--- src/rtl/sdram_arbiter.sv ---
// sdram_arbiter: two-client round-robin front end for the SDRAM controller command port.
// Latency: grant -> command registered next cycle; write ack one cycle after the command handshake,
// read ack one cycle after c_rvalid. Backpressure: a command is held on c_* until c_ready.
// Periodic auto-refresh requests pre-empt client grants; postponed refreshes are counted.
// Ports: CLK/RST clock and async reset; m0_*/m1_* client request/ack/data;
// c_* controller command and read-return; refresh_overflow sticky flag.
module sdram_arbiter #(
  parameter int ADDR_W         = 22,
  parameter int DATA_W         = 16,
  parameter int REFRESH_CYCLES = 2589,
  parameter int MAX_PENDING    = 7
) (
  input  logic              CLK,
  input  logic              RST,
  input  logic              m0_req,
  input  logic              m0_we,
  input  logic [ADDR_W-1:0] m0_addr,
  input  logic [DATA_W-1:0] m0_wdata,
  output logic              m0_ack,
  output logic [DATA_W-1:0] m0_rdata,
  input  logic              m1_req,
  input  logic              m1_we,
  input  logic [ADDR_W-1:0] m1_addr,
  input  logic [DATA_W-1:0] m1_wdata,
  output logic              m1_ack,
  output logic [DATA_W-1:0] m1_rdata,
  output logic              c_valid,
  input  logic              c_ready,
  output logic              c_refresh,
  output logic              c_we,
  output logic [ADDR_W-1:0] c_addr,
  output logic [DATA_W-1:0] c_wdata,
  input  logic              c_rvalid,
  input  logic [DATA_W-1:0] c_rdata,
  output logic              refresh_overflow
);

  localparam int TMR_W = (REFRESH_CYCLES > 1) ? $clog2(REFRESH_CYCLES) : 1;
  localparam int PND_W = $clog2(MAX_PENDING + 1);
  localparam logic [TMR_W-1:0] TMR_RELOAD = TMR_W'(REFRESH_CYCLES - 1);
  localparam logic [PND_W-1:0] PND_MAX    = PND_W'(MAX_PENDING);

  typedef enum logic [1:0] {IDLE, REFRESH, ISSUE, WAIT_RD} state_t;

  state_t            state, state_nxt;
  logic [TMR_W-1:0]  timer, timer_nxt;
  logic [PND_W-1:0]  pending, pending_nxt;
  logic              overflow_nxt;
  logic              last_grant, last_grant_nxt;
  logic              grant, grant_nxt;       // client owning the in-flight command
  logic              c_valid_nxt, c_refresh_nxt, c_we_nxt;
  logic [ADDR_W-1:0] c_addr_nxt;
  logic [DATA_W-1:0] c_wdata_nxt;
  logic              m0_ack_nxt, m1_ack_nxt;
  logic [DATA_W-1:0] m0_rdata_nxt, m1_rdata_nxt;

  logic tick, refresh_hs, elig0, elig1, sel;

  always_ff @(posedge CLK or posedge RST) begin
    if (RST) begin
      state            <= IDLE;
      timer            <= TMR_RELOAD;
      pending          <= '0;
      refresh_overflow <= 1'b0;
      last_grant       <= 1'b1;
      grant            <= 1'b0;
      c_valid          <= 1'b0;
      c_refresh        <= 1'b0;
      c_we             <= 1'b0;
      c_addr           <= '0;
      c_wdata          <= '0;
      m0_ack           <= 1'b0;
      m1_ack           <= 1'b0;
      m0_rdata         <= '0;
      m1_rdata         <= '0;
    end else begin
      state            <= state_nxt;
      timer            <= timer_nxt;
      pending          <= pending_nxt;
      refresh_overflow <= overflow_nxt;
      last_grant       <= last_grant_nxt;
      grant            <= grant_nxt;
      c_valid          <= c_valid_nxt;
      c_refresh        <= c_refresh_nxt;
      c_we             <= c_we_nxt;
      c_addr           <= c_addr_nxt;
      c_wdata          <= c_wdata_nxt;
      m0_ack           <= m0_ack_nxt;
      m1_ack           <= m1_ack_nxt;
      m0_rdata         <= m0_rdata_nxt;
      m1_rdata         <= m1_rdata_nxt;
    end
  end

  always_comb begin
    state_nxt      = state;
    last_grant_nxt = last_grant;
    grant_nxt      = grant;
    c_valid_nxt    = c_valid;
    c_refresh_nxt  = c_refresh;
    c_we_nxt       = c_we;
    c_addr_nxt     = c_addr;
    c_wdata_nxt    = c_wdata;
    m0_ack_nxt     = 1'b0;
    m1_ack_nxt     = 1'b0;
    m0_rdata_nxt   = m0_rdata;
    m1_rdata_nxt   = m1_rdata;
    pending_nxt    = pending;
    overflow_nxt   = refresh_overflow;

    tick       = (timer == '0);
    timer_nxt  = tick ? TMR_RELOAD : timer - 1'b1;
    refresh_hs = (state == REFRESH) && c_ready;

    // Expiry and handshake in the same cycle cancel out.
    if (tick && !refresh_hs) begin
      if (pending == PND_MAX) overflow_nxt = 1'b1;
      else                    pending_nxt  = pending + 1'b1;
    end else if (!tick && refresh_hs) begin
      pending_nxt = pending - 1'b1;
    end

    // A client still showing its ack is presenting the request that was
    // just completed, so it must not be granted again this cycle.
    elig0 = m0_req && !m0_ack;
    elig1 = m1_req && !m1_ack;
    sel   = elig1 && (!elig0 || !last_grant);

    case (state)
      IDLE: begin
        // A refresh coming due this very cycle already wins over clients,
        // so the refresh command appears exactly one period after reset.
        if (pending != '0 || tick) begin
          c_valid_nxt   = 1'b1;
          c_refresh_nxt = 1'b1;
          state_nxt     = REFRESH;
        end else if (elig0 || elig1) begin
          grant_nxt      = sel;
          last_grant_nxt = sel;
          c_valid_nxt    = 1'b1;
          c_refresh_nxt  = 1'b0;
          c_we_nxt       = sel ? m1_we    : m0_we;
          c_addr_nxt     = sel ? m1_addr  : m0_addr;
          c_wdata_nxt    = sel ? m1_wdata : m0_wdata;
          state_nxt      = ISSUE;
        end
      end
      REFRESH: begin
        if (c_ready) begin
          c_valid_nxt   = 1'b0;
          c_refresh_nxt = 1'b0;
          state_nxt     = IDLE;
        end
      end
      ISSUE: begin
        if (c_ready) begin
          c_valid_nxt = 1'b0;
          if (c_we) begin
            m0_ack_nxt = !grant;
            m1_ack_nxt = grant;
            state_nxt  = IDLE;
          end else begin
            state_nxt  = WAIT_RD;
          end
        end
      end
      WAIT_RD: begin
        if (c_rvalid) begin
          if (grant) begin
            m1_rdata_nxt = c_rdata;
            m1_ack_nxt   = 1'b1;
          end else begin
            m0_rdata_nxt = c_rdata;
            m0_ack_nxt   = 1'b1;
          end
          state_nxt = IDLE;
        end
      end
      default: state_nxt = IDLE;
    endcase
  end

endmodule

--- config.mk ---
export PLATFORM = sky130hd
export DESIGN_NAME = sdram_arbiter
export DESIGN_NICKNAME = d
export VERILOG_FILES = /design/src/rtl/sdram_arbiter.sv
export SDC_FILE = /design/constraint.sdc
export NUM_CORES = 1
export LEC_CHECK = 0
export ABC_AREA = 1
export CAP_MARGIN = 5
export CORE_MARGIN = 4
export CORE_UTILIZATION = 44
export CTS_CLUSTER_DIAMETER = 150
export CTS_CLUSTER_SIZE = 20
export DETAILED_ROUTE_END_ITERATION = 16
export HOLD_SLACK_MARGIN = 0.05
export PLACE_DENSITY = 0.9
export SETUP_SLACK_MARGIN = 0.02
export SYNTH_ARGS = -nofsm -noshare
export SYNTH_HDL_FRONTEND = slang
export SYNTH_SLANG_ARGS = --single-unit
--- constraint.sdc ---
create_clock -name CLK -period 3.27 [get_ports CLK]
set_input_delay 0.4905 -clock CLK [delete_from_list [all_inputs] [get_ports CLK]]
set_output_delay 0.4905 -clock CLK [all_outputs]
set_load 0.03 [all_outputs]
==> summary by stage <==
Outcome
The flow ran to the end, and the final reports show no timing, DRC or antenna violations.

STA
The count of endpoints failing hold in the final timing report is 0. Across the routed clock network, the largest skew measured is about 12 ps. The final period demand of the worst path is between 2000 and 2500 ps.

The transition time at the pin with the least slew margin is 1101 ps. The final setup violation count is 0. The total count of max-transition violations in the final report is 0. The worst-case setup margin in the final layout is 860.3 ps. The total negative slack for setup checks is 0 ps.

The remaining max-slew budget at the tightest pin is approximately a quarter. Based on the critical path, the design can be clocked at up to 0.4150 GHz. Setup repair after global routing left no endpoint under its margin.

The final worst-path cycle share is between 70% and 80%.

Worst setup path
The class of the most critical setup path is register to register. The nature of the critical path endpoint is a register. STA classifies the critical path startpoint as a register. The library cell contributing the largest single delay on the critical path is nor2_4. Along the worst path, the maximum fanout reaches 41. The data arrival at the endpoint of the critical path is 2700 ps. Counting stages on the worst path, the most repeated cell is nand2_1. The worst endpoint required time is approximately 3600 ps. Traced cell by cell, the critical path runs through inv_1 > ha_1 > nand2_1 > nor2_2 > nand2_4 > nand3_4 > nor2_4 > buf_4 > nand2_1 > nand2_1. For this run, the slowest stage of the critical path takes 550 ps.

Floorplanning
From left edge to right edge, the die measures 109.0 um. The standard-cell row count is 36. During I/O placement, the number of pins put on the boundary was around 180. The height of the die is 109.0 um. The die covers 11,890 um^2.

The placeable core area is 9864 um^2. The initial cell density of the core is 45.52%.

Placement
OpenSTA, run right after detailed placement, puts the worst setup slack at 807.2 ps. The wire-length estimate of the detail-placed layout is 9178 um. In this run the tool buffered the top-level ports with 175 buffer cells.

Routability-driven placement finished with a final weighted congestion of 0.8360.

Synthesis
The synthesized netlist devotes 18.19% of its cell area to simple gates. In the synthesized netlist, the cells that appear most often are nand2_1, dfrtp_1, o21ai_0. Yosys mapped a number of flops with a built-in enable equal to 0. For this run, asynchronously set or reset flops after synthesis account for 100.0%.

The most repeated cell in the gate-level netlist after synthesis is nand2_1. The share of synthesized area occupied by flip-flops and latches is 53.11%. The net count after synthesis is 594.

The cell area that synthesis handed to floorplanning was 4491 um^2. The number of different library cells in the post-synthesis netlist is 32. The mux cell area share after synthesis is a little under a tenth.

Summing the areas of all compound-gate instances in the mapped netlist gives 10.09% of the synthesized area. After synthesis, the cell types taking the most area are dfrtp_1, nand2_1, o21ai_0. The mean instance size in the synthesized netlist is about 9.2 um^2. In the synthesized netlist the dominant register cell turns out to be dfrtp_1.

The Yosys warning count is 0. The synthesized instance count is 488. The flip-flop and latch count after synthesis is 95. After Yosys synthesis, XOR and XNOR cells account for 0.9752% of the synthesized area. The top cell type by total area after synthesis is dfrtp_1.

By area, the combinational part of the netlist is dominated by simple AND/OR/NAND/NOR gates. In this run the biggest area consumer among cell types represents 49.60% of the synthesized area. The post-synthesis share of cell area spent on full adders, half adders and majority gates is 1.839%.

Global routing
The total track usage is between 20% and 30%. Entering global routing, the biggest net connects 53 pins. The via count of the first global-routing pass is 4,034.

The wire length of the first global-routing pass is 19,160 um. The initial antenna violation count is 0. The total grt overflow is 0.

Drt
The pre-antenna-repair detailed-routing pass consisted of 6 iterations. The mean routed wirelength per cell is about 15 um. The total via count after detailed routing is roughly 3,900. The number of nets with antenna violations after routing is 0. After the first detailed-routing iteration, the DRC count stood at approximately 170. After detailed routing, the number of vias per cell comes to 4.967.

The final routed wirelength across all metal layers is 12,160 um. In the routed design, unresolved DRC markers number 0.

Min path
The path class of the tightest hold or removal check is register to register.

Clock network
Post-CTS timing repair inserted 0 buffers for setup. Clock-pin slew was measured on the worst setup and hold paths at about 90 ps. The root buffer cell is clkbuf_8. TritonCTS built the clock tree.

The number of gates resized after CTS was 0. The worst-case clock buffer depth is 2. CTS saw 95 sinks. After clock tree synthesis, the flow added hold-fix buffers numbering 0.

For the worst-skew pair, the clock arrives at the later sink with an insertion delay of 360 ps. The number of buffers inserted during clock tree synthesis is 9. The H-tree depth reported by CTS is 3.

Pwr
The switching power total is 0.002426 W. Cell internal power was estimated by the tool at ~0.0032 W. For this design the ratio of total power to cell area is 862.6 nW/um^2. In this run, the combinational gates consume 51.5% of the power. The leakage dissipation is between 2 and 3 nW.

Of the total power, registers draw roughly a third. Of the total power, the share spent switching nets is 43.13%. The proportion of power drawn by the clock network is between 10 and 15%. VDD sags by at most 0.0005370 V.

Finish
The antenna cell count is 0. The number of filler cells placed in the layout is 769. Cells with a size suffix above 1 make up 10.74% of the layout. The area added between synthesis and finish is 45.19%. The total number of nets in the final design is 762.

Run
Across the run, the number of max-cap violations was 0.
[flip-flops by register name, summed over array words and instances, names as in the netlist]
signal / count
c_addr: 22
c_refresh: 1
c_valid: 1
c_wdata: 16
c_we: 1
grant: 1
last_grant: 1
m0_ack: 1
m0_rdata: 16
m1_ack: 1
m1_rdata: 16
pending: 3
refresh_overflow: 1
state: 2
timer: 12
[layout by cell type, fill, tap and decap left out, types with 9 or more instances in the layout]
cell type          n
o21ai_0           77
inv_1             34
mux2_2            32
nand3_1           12
nor2_1            13
dfrtp_1           89
nand2_1          154
clkdlybuf4s50_1  175
clkbuf_8           9
[cells by family (layout without fill, tap and decap cells)]
group,Yosys count,count (layout)
AOI/OAI and AO/OA,89,89
xor gates and xnor gates,5,5
adders and majority gates,6,6
buffers and inverters,60,233
DFF,95,95
muxes,38,38
and+or+nand+nor,195,195
[critical path: cells and delay by family (launching register included)]
family / cells / cell delay (ps)
buf+inv: 2 / 420
fa+ha+maj: 1 / 230
flops: 1 / 360
simple gates: 7 / 1340
[per-layer routing]
layer | GRT usage (%) | share of wire [%]
met5 | 0 | 0
met4 | 7.304 | 1.4
met3 | 6.690 | 11
met2 | 34.25 | 49
met1 | 24.69 | 39
[final cells by class]
class / instances / area, um^2 / area share (%)
repair buffers: 179 / 1794 / 27.52
multi-input cells: 333 / 1827 / 28.02
flip-flops and latches: 95 / 2385 / 36.58
inverters: 38 / 143.9 / 2.207
clock buffers: 9 / 123.9 / 1.900
clock inverters: 7 / 80.08 / 1.228
well taps: 133 / 166.4 / 2.552
[power groups by stage]
stage               clock network, W  registers (W)  logic [W]
floorplan                          0        0.00274   0.000900
global placement                   0        0.00192    0.00285
detailed placement                 0        0.00195    0.00292
CTS                         0.000817        0.00193    0.00293
global route                0.000868        0.00200    0.00312
finish                      0.000795        0.00193    0.00290
[per-stage QoR]
stage | cells | hold WS, ps | instance area [um^2] | util (%) | total power, W
finish | 794 | 442.9 | 6520 | 66.10 | 0.005624
global route | 794 | 468.1 | 6520 | 66.10 | 0.005987
CTS | 794 | 446.6 | 6520 | 66.10 | 0.005679
detailed placement | 778 | 434.0 | 6316 | 64.03 | 0.004869
global placement | 778 | 412.5 | 6316 | 64.03 | 0.004769
floorplan | 488 | 403.2 | 4491 | - | 0.003640
[worst paths after layout]
| path | depth (start not counted) | slack (ps) | end | startpoint |
|---|---|---|---|---|
| setup / recovery | 10 | 860 | c_addr[0]$_DFFE_PP0P_ | timer[0]$_DFF_PP0_ |
| hold / removal | 1 | 440 | timer[0]$_DFF_PP0_ | timer[0]$_DFF_PP0_ |
| setup reg to reg | 10 | 860 | c_addr[0]$_DFFE_PP0P_ | timer[0]$_DFF_PP0_ |
| hold reg to reg | 1 | 440 | timer[0]$_DFF_PP0_ | timer[0]$_DFF_PP0_ |
| max in group asynchronous | 3 | 1880 | last_grant$_DFFE_PP1P_ | RST |
| min in group asynchronous | 2 | 580 | m0_rdata[7]$_DFFE_PP0P_ | RST |
Power figures use the tool's default switching activity.
